--- src/rtl/gf2m_pkg.sv ---
// rtl/gf2m_pkg.sv - shared encodings and defaults for the GF(2^m) XOR accumulator
package gf2m_pkg;

  localparam int GF_WIDTH_DEFAULT = 136;
  localparam int GF_DIGIT_DEFAULT = 34;

  typedef enum logic [1:0] {
    GF_ADD  = 2'b00,
    GF_ACC  = 2'b01,
    GF_LOAD = 2'b10,
    GF_CLR  = 2'b11
  } gf_mode_e;

  typedef enum logic [1:0] {
    S_IDLE = 2'b00,
    S_RUN  = 2'b01,
    S_DONE = 2'b10
  } gf_state_e;

  // Digit counter width; a single-digit operation still keeps a 1-bit counter.
  function automatic int gf_cnt_w(input int ndig);
    return (ndig > 1) ? $clog2(ndig) : 1;
  endfunction

endpackage

--- src/rtl/gf2m_xor_acc_if.sv ---
// rtl/gf2m_xor_acc_if.sv - command/result handshake bundle for gf2m_xor_acc
interface gf2m_xor_acc_if import gf2m_pkg::*; #(
  parameter int WIDTH = GF_WIDTH_DEFAULT
) ();

  logic             in_valid;
  logic             in_ready;
  logic [1:0]       mode;
  logic [WIDTH-1:0] a;
  logic [WIDTH-1:0] b;
  logic             out_valid;
  logic             out_ready;
  logic [WIDTH-1:0] c;
  logic             busy;

  modport master (
    output in_valid, mode, a, b, out_ready,
    input  in_ready, out_valid, c, busy
  );

  modport slave (
    input  in_valid, mode, a, b, out_ready,
    output in_ready, out_valid, c, busy
  );

endinterface

--- src/rtl/gf2m_digit_xor.sv ---
// rtl/gf2m_digit_xor.sv - one DIGIT-wide GF(2) addition slice
module gf2m_digit_xor #(
  parameter int DIGIT = 34
) (
  input  logic [DIGIT-1:0] a_i,
  input  logic [DIGIT-1:0] b_i,
  input  logic [DIGIT-1:0] acc_i,
  input  logic             sel_i,
  output logic [DIGIT-1:0] y_o
);

  // sel_i picks the accumulator as second operand (ACC), otherwise operand B (ADD).
  assign y_o = a_i ^ (sel_i ? acc_i : b_i);

endmodule

--- src/rtl/gf2m_xor_acc.sv ---
// rtl/gf2m_xor_acc.sv - digit-serial GF(2^m) adder / accumulator with valid/ready handshakes
module gf2m_xor_acc import gf2m_pkg::*; #(
  parameter int WIDTH = GF_WIDTH_DEFAULT,
  parameter int DIGIT = GF_DIGIT_DEFAULT
) (
  input  logic          clk,
  input  logic          rst,
  gf2m_xor_acc_if.slave bus
);

  localparam int NDIG = WIDTH / DIGIT;
  localparam int CW   = gf_cnt_w(NDIG);

  generate
    if ((WIDTH % DIGIT) != 0) begin : g_bad_digit
      $error("gf2m_xor_acc: WIDTH must be a multiple of DIGIT");
    end
  endgenerate

  // Words are viewed as NDIG digits so the RUN loop can index a digit directly.
  typedef logic [NDIG-1:0][DIGIT-1:0] word_t;

  gf_state_e       state_q, state_d;
  logic [CW-1:0]   cnt_q, cnt_d;
  gf_mode_e        mode_q, mode_d;
  word_t           a_q, a_d;
  word_t           b_q, b_d;
  word_t           acc_q, acc_d;
  word_t           c_q, c_d;
  logic [DIGIT-1:0] dig_y;
  logic            last_dig;

  assign last_dig = (cnt_q == CW'(NDIG - 1));

  gf2m_digit_xor #(.DIGIT(DIGIT)) u_digit_xor (
    .a_i   (a_q[cnt_q]),
    .b_i   (b_q[cnt_q]),
    .acc_i (acc_q[cnt_q]),
    .sel_i (mode_q == GF_ACC),
    .y_o   (dig_y)
  );

  // State and datapath registers; reset drops any in-flight operation.
  always_ff @(posedge clk or posedge rst) begin
    if (rst) begin
      state_q <= S_IDLE;
      cnt_q   <= '0;
      mode_q  <= GF_ADD;
      a_q     <= '0;
      b_q     <= '0;
      acc_q   <= '0;
      c_q     <= '0;
    end else begin
      state_q <= state_d;
      cnt_q   <= cnt_d;
      mode_q  <= mode_d;
      a_q     <= a_d;
      b_q     <= b_d;
      acc_q   <= acc_d;
      c_q     <= c_d;
    end
  end

  // Next-state logic: accept in IDLE, one digit per RUN edge, hold result in DONE.
  always_comb begin
    state_d = state_q;
    cnt_d   = cnt_q;
    mode_d  = mode_q;
    a_d     = a_q;
    b_d     = b_q;
    acc_d   = acc_q;
    c_d     = c_q;
    case (state_q)
      S_IDLE: begin
        if (bus.in_valid) begin
          mode_d = gf_mode_e'(bus.mode);
          a_d    = bus.a;
          b_d    = bus.b;
          cnt_d  = '0;
          case (gf_mode_e'(bus.mode))
            GF_ADD, GF_ACC: state_d = S_RUN;
            GF_LOAD: begin
              acc_d   = bus.a;
              c_d     = bus.a;
              state_d = S_DONE;
            end
            default: begin
              acc_d   = '0;
              c_d     = '0;
              state_d = S_DONE;
            end
          endcase
        end
      end
      S_RUN: begin
        c_d[cnt_q] = dig_y;
        if (mode_q == GF_ACC) begin
          acc_d[cnt_q] = dig_y;
        end
        if (last_dig) begin
          cnt_d   = '0;
          state_d = S_DONE;
        end else begin
          cnt_d = cnt_q + CW'(1);
        end
      end
      S_DONE: begin
        if (bus.out_ready) begin
          state_d = S_IDLE;
        end
      end
      default: begin
        state_d = S_IDLE;
        cnt_d   = '0;
      end
    endcase
  end

  assign bus.in_ready  = (state_q == S_IDLE);
  assign bus.out_valid = (state_q == S_DONE);
  assign bus.busy      = (state_q == S_RUN) || (state_q == S_DONE);
  assign bus.c         = c_q;

endmodule
--- src/flat_wrapper.sv ---
// flat-port wrapper written by rule: the top's interface ports become plain ports
module gf2m_xor_acc_flat import gf2m_pkg::*;
#(
  parameter int WIDTH = GF_WIDTH_DEFAULT,
  parameter int DIGIT = GF_DIGIT_DEFAULT
)
  (clk, rst, bus_in_valid, bus_mode, bus_a, bus_b, bus_out_ready, bus_in_ready, bus_out_valid, bus_c, bus_busy);
  gf2m_xor_acc_if #(.WIDTH(WIDTH)) bus_i ();
  input  logic clk;
  input  logic rst;
  input wire logic [$bits(bus_i.in_valid)-1:0] bus_in_valid;
  input wire logic [$bits(bus_i.mode)-1:0] bus_mode;
  input wire logic [$bits(bus_i.a)-1:0] bus_a;
  input wire logic [$bits(bus_i.b)-1:0] bus_b;
  input wire logic [$bits(bus_i.out_ready)-1:0] bus_out_ready;
  output wire logic [$bits(bus_i.in_ready)-1:0] bus_in_ready;
  output wire logic [$bits(bus_i.out_valid)-1:0] bus_out_valid;
  output wire logic [$bits(bus_i.c)-1:0] bus_c;
  output wire logic [$bits(bus_i.busy)-1:0] bus_busy;
  assign bus_i.in_valid = bus_in_valid;
  assign bus_i.mode = bus_mode;
  assign bus_i.a = bus_a;
  assign bus_i.b = bus_b;
  assign bus_i.out_ready = bus_out_ready;
  assign bus_in_ready = bus_i.in_ready;
  assign bus_out_valid = bus_i.out_valid;
  assign bus_c = bus_i.c;
  assign bus_busy = bus_i.busy;
  gf2m_xor_acc #(.WIDTH(WIDTH), .DIGIT(DIGIT)) u_core (.clk(clk), .rst(rst), .bus(bus_i));
endmodule
--- config.mk ---
export PLATFORM = sky130hd
export DESIGN_NAME = gf2m_xor_acc_flat
export DESIGN_NICKNAME = d
export VERILOG_FILES = /design/src/rtl/gf2m_pkg.sv /design/src/rtl/gf2m_xor_acc_if.sv /design/src/rtl/gf2m_digit_xor.sv /design/src/rtl/gf2m_xor_acc.sv /design/src/flat_wrapper.sv
export SDC_FILE = /design/constraint.sdc
export NUM_CORES = 1
export LEC_CHECK = 0
export BUFFER_PORTS_ARGS = -buffer_cell sky130_fd_sc_hd__buf_2
export CORE_UTILIZATION = 45
export CTS_BUF_LIST = sky130_fd_sc_hd__clkbuf_4
export CTS_CLUSTER_DIAMETER = 60
export DETAILED_ROUTE_END_ITERATION = 7
export PLACE_DENSITY = 0.67
export SLEW_MARGIN = 25
export SYNTH_ARGS = -nofsm -noshare
export SYNTH_HDL_FRONTEND = slang
export SYNTH_SLANG_ARGS = --single-unit
--- constraint.sdc ---
create_clock -name clk -period 15.68 [get_ports clk]
set_input_delay 1.568 -clock clk [delete_from_list [all_inputs] [get_ports clk]]
set_output_delay 1.568 -clock clk [all_outputs]
set_load 0.02 [all_outputs]
==> flow_summary_export.csv <==
group,metric,value,unit
status,status,"completed",
logic_synthesis,synth-xor-area-share,1.95,%
cts,cts_resized,0,
worst_setup_path,r2r_cells,8,
sta,hold_slack,497,ps
cts,cts.path.max_buffers,3,
logic_synthesis,synth_edf_count,0,
floorplanning,dieArea,64000,um2
logic_synthesis,synth_nets,2962,
global_route,grt_max_degree,181,
logic_synthesis,synth_fa_ha_area_share,0.309,%
logic_synthesis,synth_ff_type,"dfrtp_1",
logic_synthesis,synthDistinctLibCells,36,
sta,relSlewSlack,28.5,%
power_and_ir_drop,totalPowerFinal,7.60,mW
logic_synthesis,ys_seq_elements,550,
sta,clock_skew,65.9,ps
worst_setup_path,crit_chain,"inv_2 -> ha_2 -> o22ai_4 -> buf_4 -> a21oi_4 -> buf_4 -> nor2_1 -> a31oi_1",
cts,numCtsBuffers,151,
floorplanning,ios,417,
worst_setup_path,worstPathRequired,16590,ps
global_route,grt_pass1_vias,23000,
worst_setup_path,end_kind,"register",
finish,layout-drive-gt1-share,33.3,%
worst_setup_path,crit_buf_inv,3,
worst_setup_path,max_stage_delay,1000,ps
floorplanning,die_y,253,um
logic_synthesis,async_flop_share,100,%
floorplanning,die_x,253,um
logic_synthesis,synth.top_cell.area_share,48.6,%
global_route,grt_overflow,0,
power_and_ir_drop,p_sw,3.21,mW
logic_synthesis,yosysWarnings,0,
worst_setup_path,path_class,"reg2reg",
logic_synthesis,synthSimpleGateAreaFrac,12.7,%
drt,post_drt_wl_per_cell,23.2,um
power_and_ir_drop,switching_share,42.3,%
cts,cts_sinks,550,
placement,port_buffers,416,
cts,cts_tree,"built",
cts,htree_levels,4,
drt,num_vias,22800,
drt,firstDrtPassIters,6,
sta,finalSetupViolCount,0,
worst_setup_path,reg2reg_from,"u_core.cnt_q[1]$_DFFE_PP0P_",
worst_hold_path,hold_path.class,"reg2reg",
floorplanning,start_util,45.7,%
worst_setup_path,r2r-end,"u_core.acc_q[56]$_DFFE_PP0P_",
drt,ant_nets,0,
logic_synthesis,syn_inst,2677,
logic_synthesis,synth_area,28300,um2
power_and_ir_drop,p_leak,14.8,nW
drt,wl,92500,um
finish,final_cell_mix,"dfrtp_1 (548), buf_2 (416), nor2_1 (409), mux2_2 (273), mux2i_1 (272)",
sta,rsz0062_at_grt,"false",
job,maxCapViolations,0,
sta,slew_viol_final,0,
cts,cts.clk_slew.worst_paths,70,ps
worst_setup_path,critPathMostFrequentCell,"buf_4",
cts,post_cts_buffers,0,
placement,hpwl,60800,um
floorplanning,core,61900,um2
worst_setup_path,cp-endpoint,"u_core.acc_q[56]$_DFFE_PP0P_",
finish,syn2layout_area_growth,15.6,%
worst_setup_path,cpMaxStageDelayCell,"ha_2",
cts,cts_hold_repair.buffers,0,
logic_synthesis,synth-compound-area-share,9.20,%
power_and_ir_drop,powerDensity,232,nW/um2
worst_setup_path,critPathTopFamily,"buffers and inverters",
worst_setup_path,crit_fanout,70,
sta,setup_tns,0,ps
drt,drt-initial-drc-count,2498,
logic_synthesis,yosys-mux-area-fraction,23.2,%
global_route,antenna_found_initial,13,
power_and_ir_drop,ir_drop,155,uV
placement,gp_congestion,0.904,
global_route,grt_pass1_wl,138000,um
logic_synthesis,syn_area_per_cell,10.6,um2
finish,fin_nets,3322,
worst_setup_path,crit_start,"u_core.cnt_q[1]$_DFFE_PP0P_",
floorplanning,rows,91,
sta,hold_violations,0,
power_and_ir_drop,clockPowerShare,18.4,%
worst_setup_path,crit_cells,8,
worst_setup_path,reg2reg_slack,11040,ps
cts,insertion_delay,1030,ps
sta,max_freq,0.216,GHz
finish,layout_commonest_cell,"dfrtp_1",
sta,worst_slew_pin_slew,1070,ps
drt,remaining_drc_errors,0,
drt,drt-vias-per-instance,5.72,
sta,fin_crit,4640,ps
logic_synthesis,synth_seq_area_share,48.6,%
worst_setup_path,critPathArrivalTime,5550,ps
logic_synthesis,yosysTopAreaCell,"dfrtp_1",
logic_synthesis,synth_top_family_by_area,"multiplexers",
power_and_ir_drop,p_seq_share,33.4,%
power_and_ir_drop,power.internal,4.39,mW
global_route,global_route.usage.total,28.7,%
cts,cts-root-buf,"clkbuf_4",
sta,period_share,29.6,%
logic_synthesis,ys_top_cells_by_area,"dfrtp_1 (49%), mux2_2 (11%), mux2i_1 (9.6%)",
worst_setup_path,critPathLaunchType,"register",
power_and_ir_drop,pwr-share-comb,48.2,%
[layer usage]
layer | GRT usage [%] | wire length [um] | share of wire (%) | vias to the layer above
met2 | 42.7 | 41100 | 44 | 1092
met5 | 0 | 59 | 0.064 | -
li1 | - | - | - | 10300
met3 | 9.03 | 9410 | 10 | 183
met4 | 10.8 | 2930 | 3.2 | 8
met1 | 39.2 | 39100 | 42 | 11300
[cells in the mapped netlist, types with 5 or more instances]
| library cell | n |
|---|---|
| mux2i_1 | 272 |
| buf_6 | 7 |
| a22oi_1 | 34 |
| and3_1 | 106 |
| inv_1 | 5 |
| a21oi_1 | 139 |
| buf_4 | 43 |
| buf_2 | 40 |
| mux4_2 | 34 |
| o21ai_1 | 136 |
| buf_1 | 8 |
| nand3_1 | 69 |
| clkbuf_1 | 137 |
| nor2_1 | 409 |
| xnor2_2 | 34 |
| ha_1 | 7 |
| dfrtp_1 | 550 |
| nand2_1 | 143 |
| mux2_2 | 273 |
| nor2b_1 | 66 |
| a31oi_1 | 136 |
[per-stage QoR]
| stage | worst slack, ps | area (um2) | cells | util (%) |
|---|---|---|---|---|
| 2_1_floorplan | 6630 | 28300 | 2677 | - |
| 3_3_place_gp | 11010 | 30600 | 3719 | 49.5 |
| 3_5_place_dp | 10900 | 30700 | 3719 | 49.5 |
| 4_1_cts | 11150 | 32700 | 3980 | 52.7 |
| 5_1_grt | 10850 | 32700 | 3986 | 52.8 |
| 6_report | 11040 | 32700 | 3992 | 52.9 |
[cell type report]
class | instances | area [um2]
Tap cell | 837 | 1050
Clock buffer | 216 | 1620
Multi-Input combinational cell | 1885 | 13500
Sequential cell | 550 | 13800
Timing Repair Buffer | 442 | 2340
Inverter | 7 | 30.0
Clock inverter | 45 | 395
Fill cell | 5597 | 29200
Antenna cell | 10 | 25.0
[sequential cells by signal, indices dropped and copies added (netlist names)]
| register | flops |
|---|---|
| u_core.bus.c | 136 |
| u_core.mode_q | 2 |
| u_core.b_q | 136 |
| u_core.cnt_q | 2 |
| u_core.acc_q | 136 |
| u_core.a_q | 136 |
| u_core.state_q | 2 |
[worst min-delay path, stage by stage (launching register included)]
cell and delay [ps]:
dfrtp_1 340, a21oi_1 60, o21ai_1 60
[kinds of logic after synthesis]
kind of cell    after synthesis
simple gates                805
mux                         579
flops                       550
compound gates              460
buf+inv                     242
xor+xnor                     34
fa+ha+maj                     7
[worst min path at each step]
stage,startpoint,endpoint,slack (ps),cells after the start
after floorplan,u_core.a_q[100]$_DFFE_PP0P_,u_core.a_q[100]$_DFFE_PP0P_,470,1
after global placement,u_core.bus.c[117]$_DFFE_PP0P_,u_core.bus.c[117]$_DFFE_PP0P_,480,2
after detailed placement,u_core.bus.c[113]$_DFFE_PP0P_,u_core.bus.c[113]$_DFFE_PP0P_,480,2
after CTS,u_core.bus.c[113]$_DFFE_PP0P_,u_core.bus.c[113]$_DFFE_PP0P_,490,2
after global routing,u_core.bus.c[113]$_DFFE_PP0P_,u_core.bus.c[113]$_DFFE_PP0P_,510,2
final,u_core.bus.c[113]$_DFFE_PP0P_,u_core.bus.c[113]$_DFFE_PP0P_,500,2
[power by group through the flow]
stage          sequential [mW]  combinational (mW)  clock, mW
6_report                  2.54                3.66       1.40
5_1_grt                   2.60                3.91       1.50
4_1_cts                   2.53                3.63       1.42
3_5_place_dp              2.55                3.62          0
3_3_place_gp              2.51                3.52          0
2_1_floorplan             2.58                2.67          0
(Power assumes the default switching activity.)
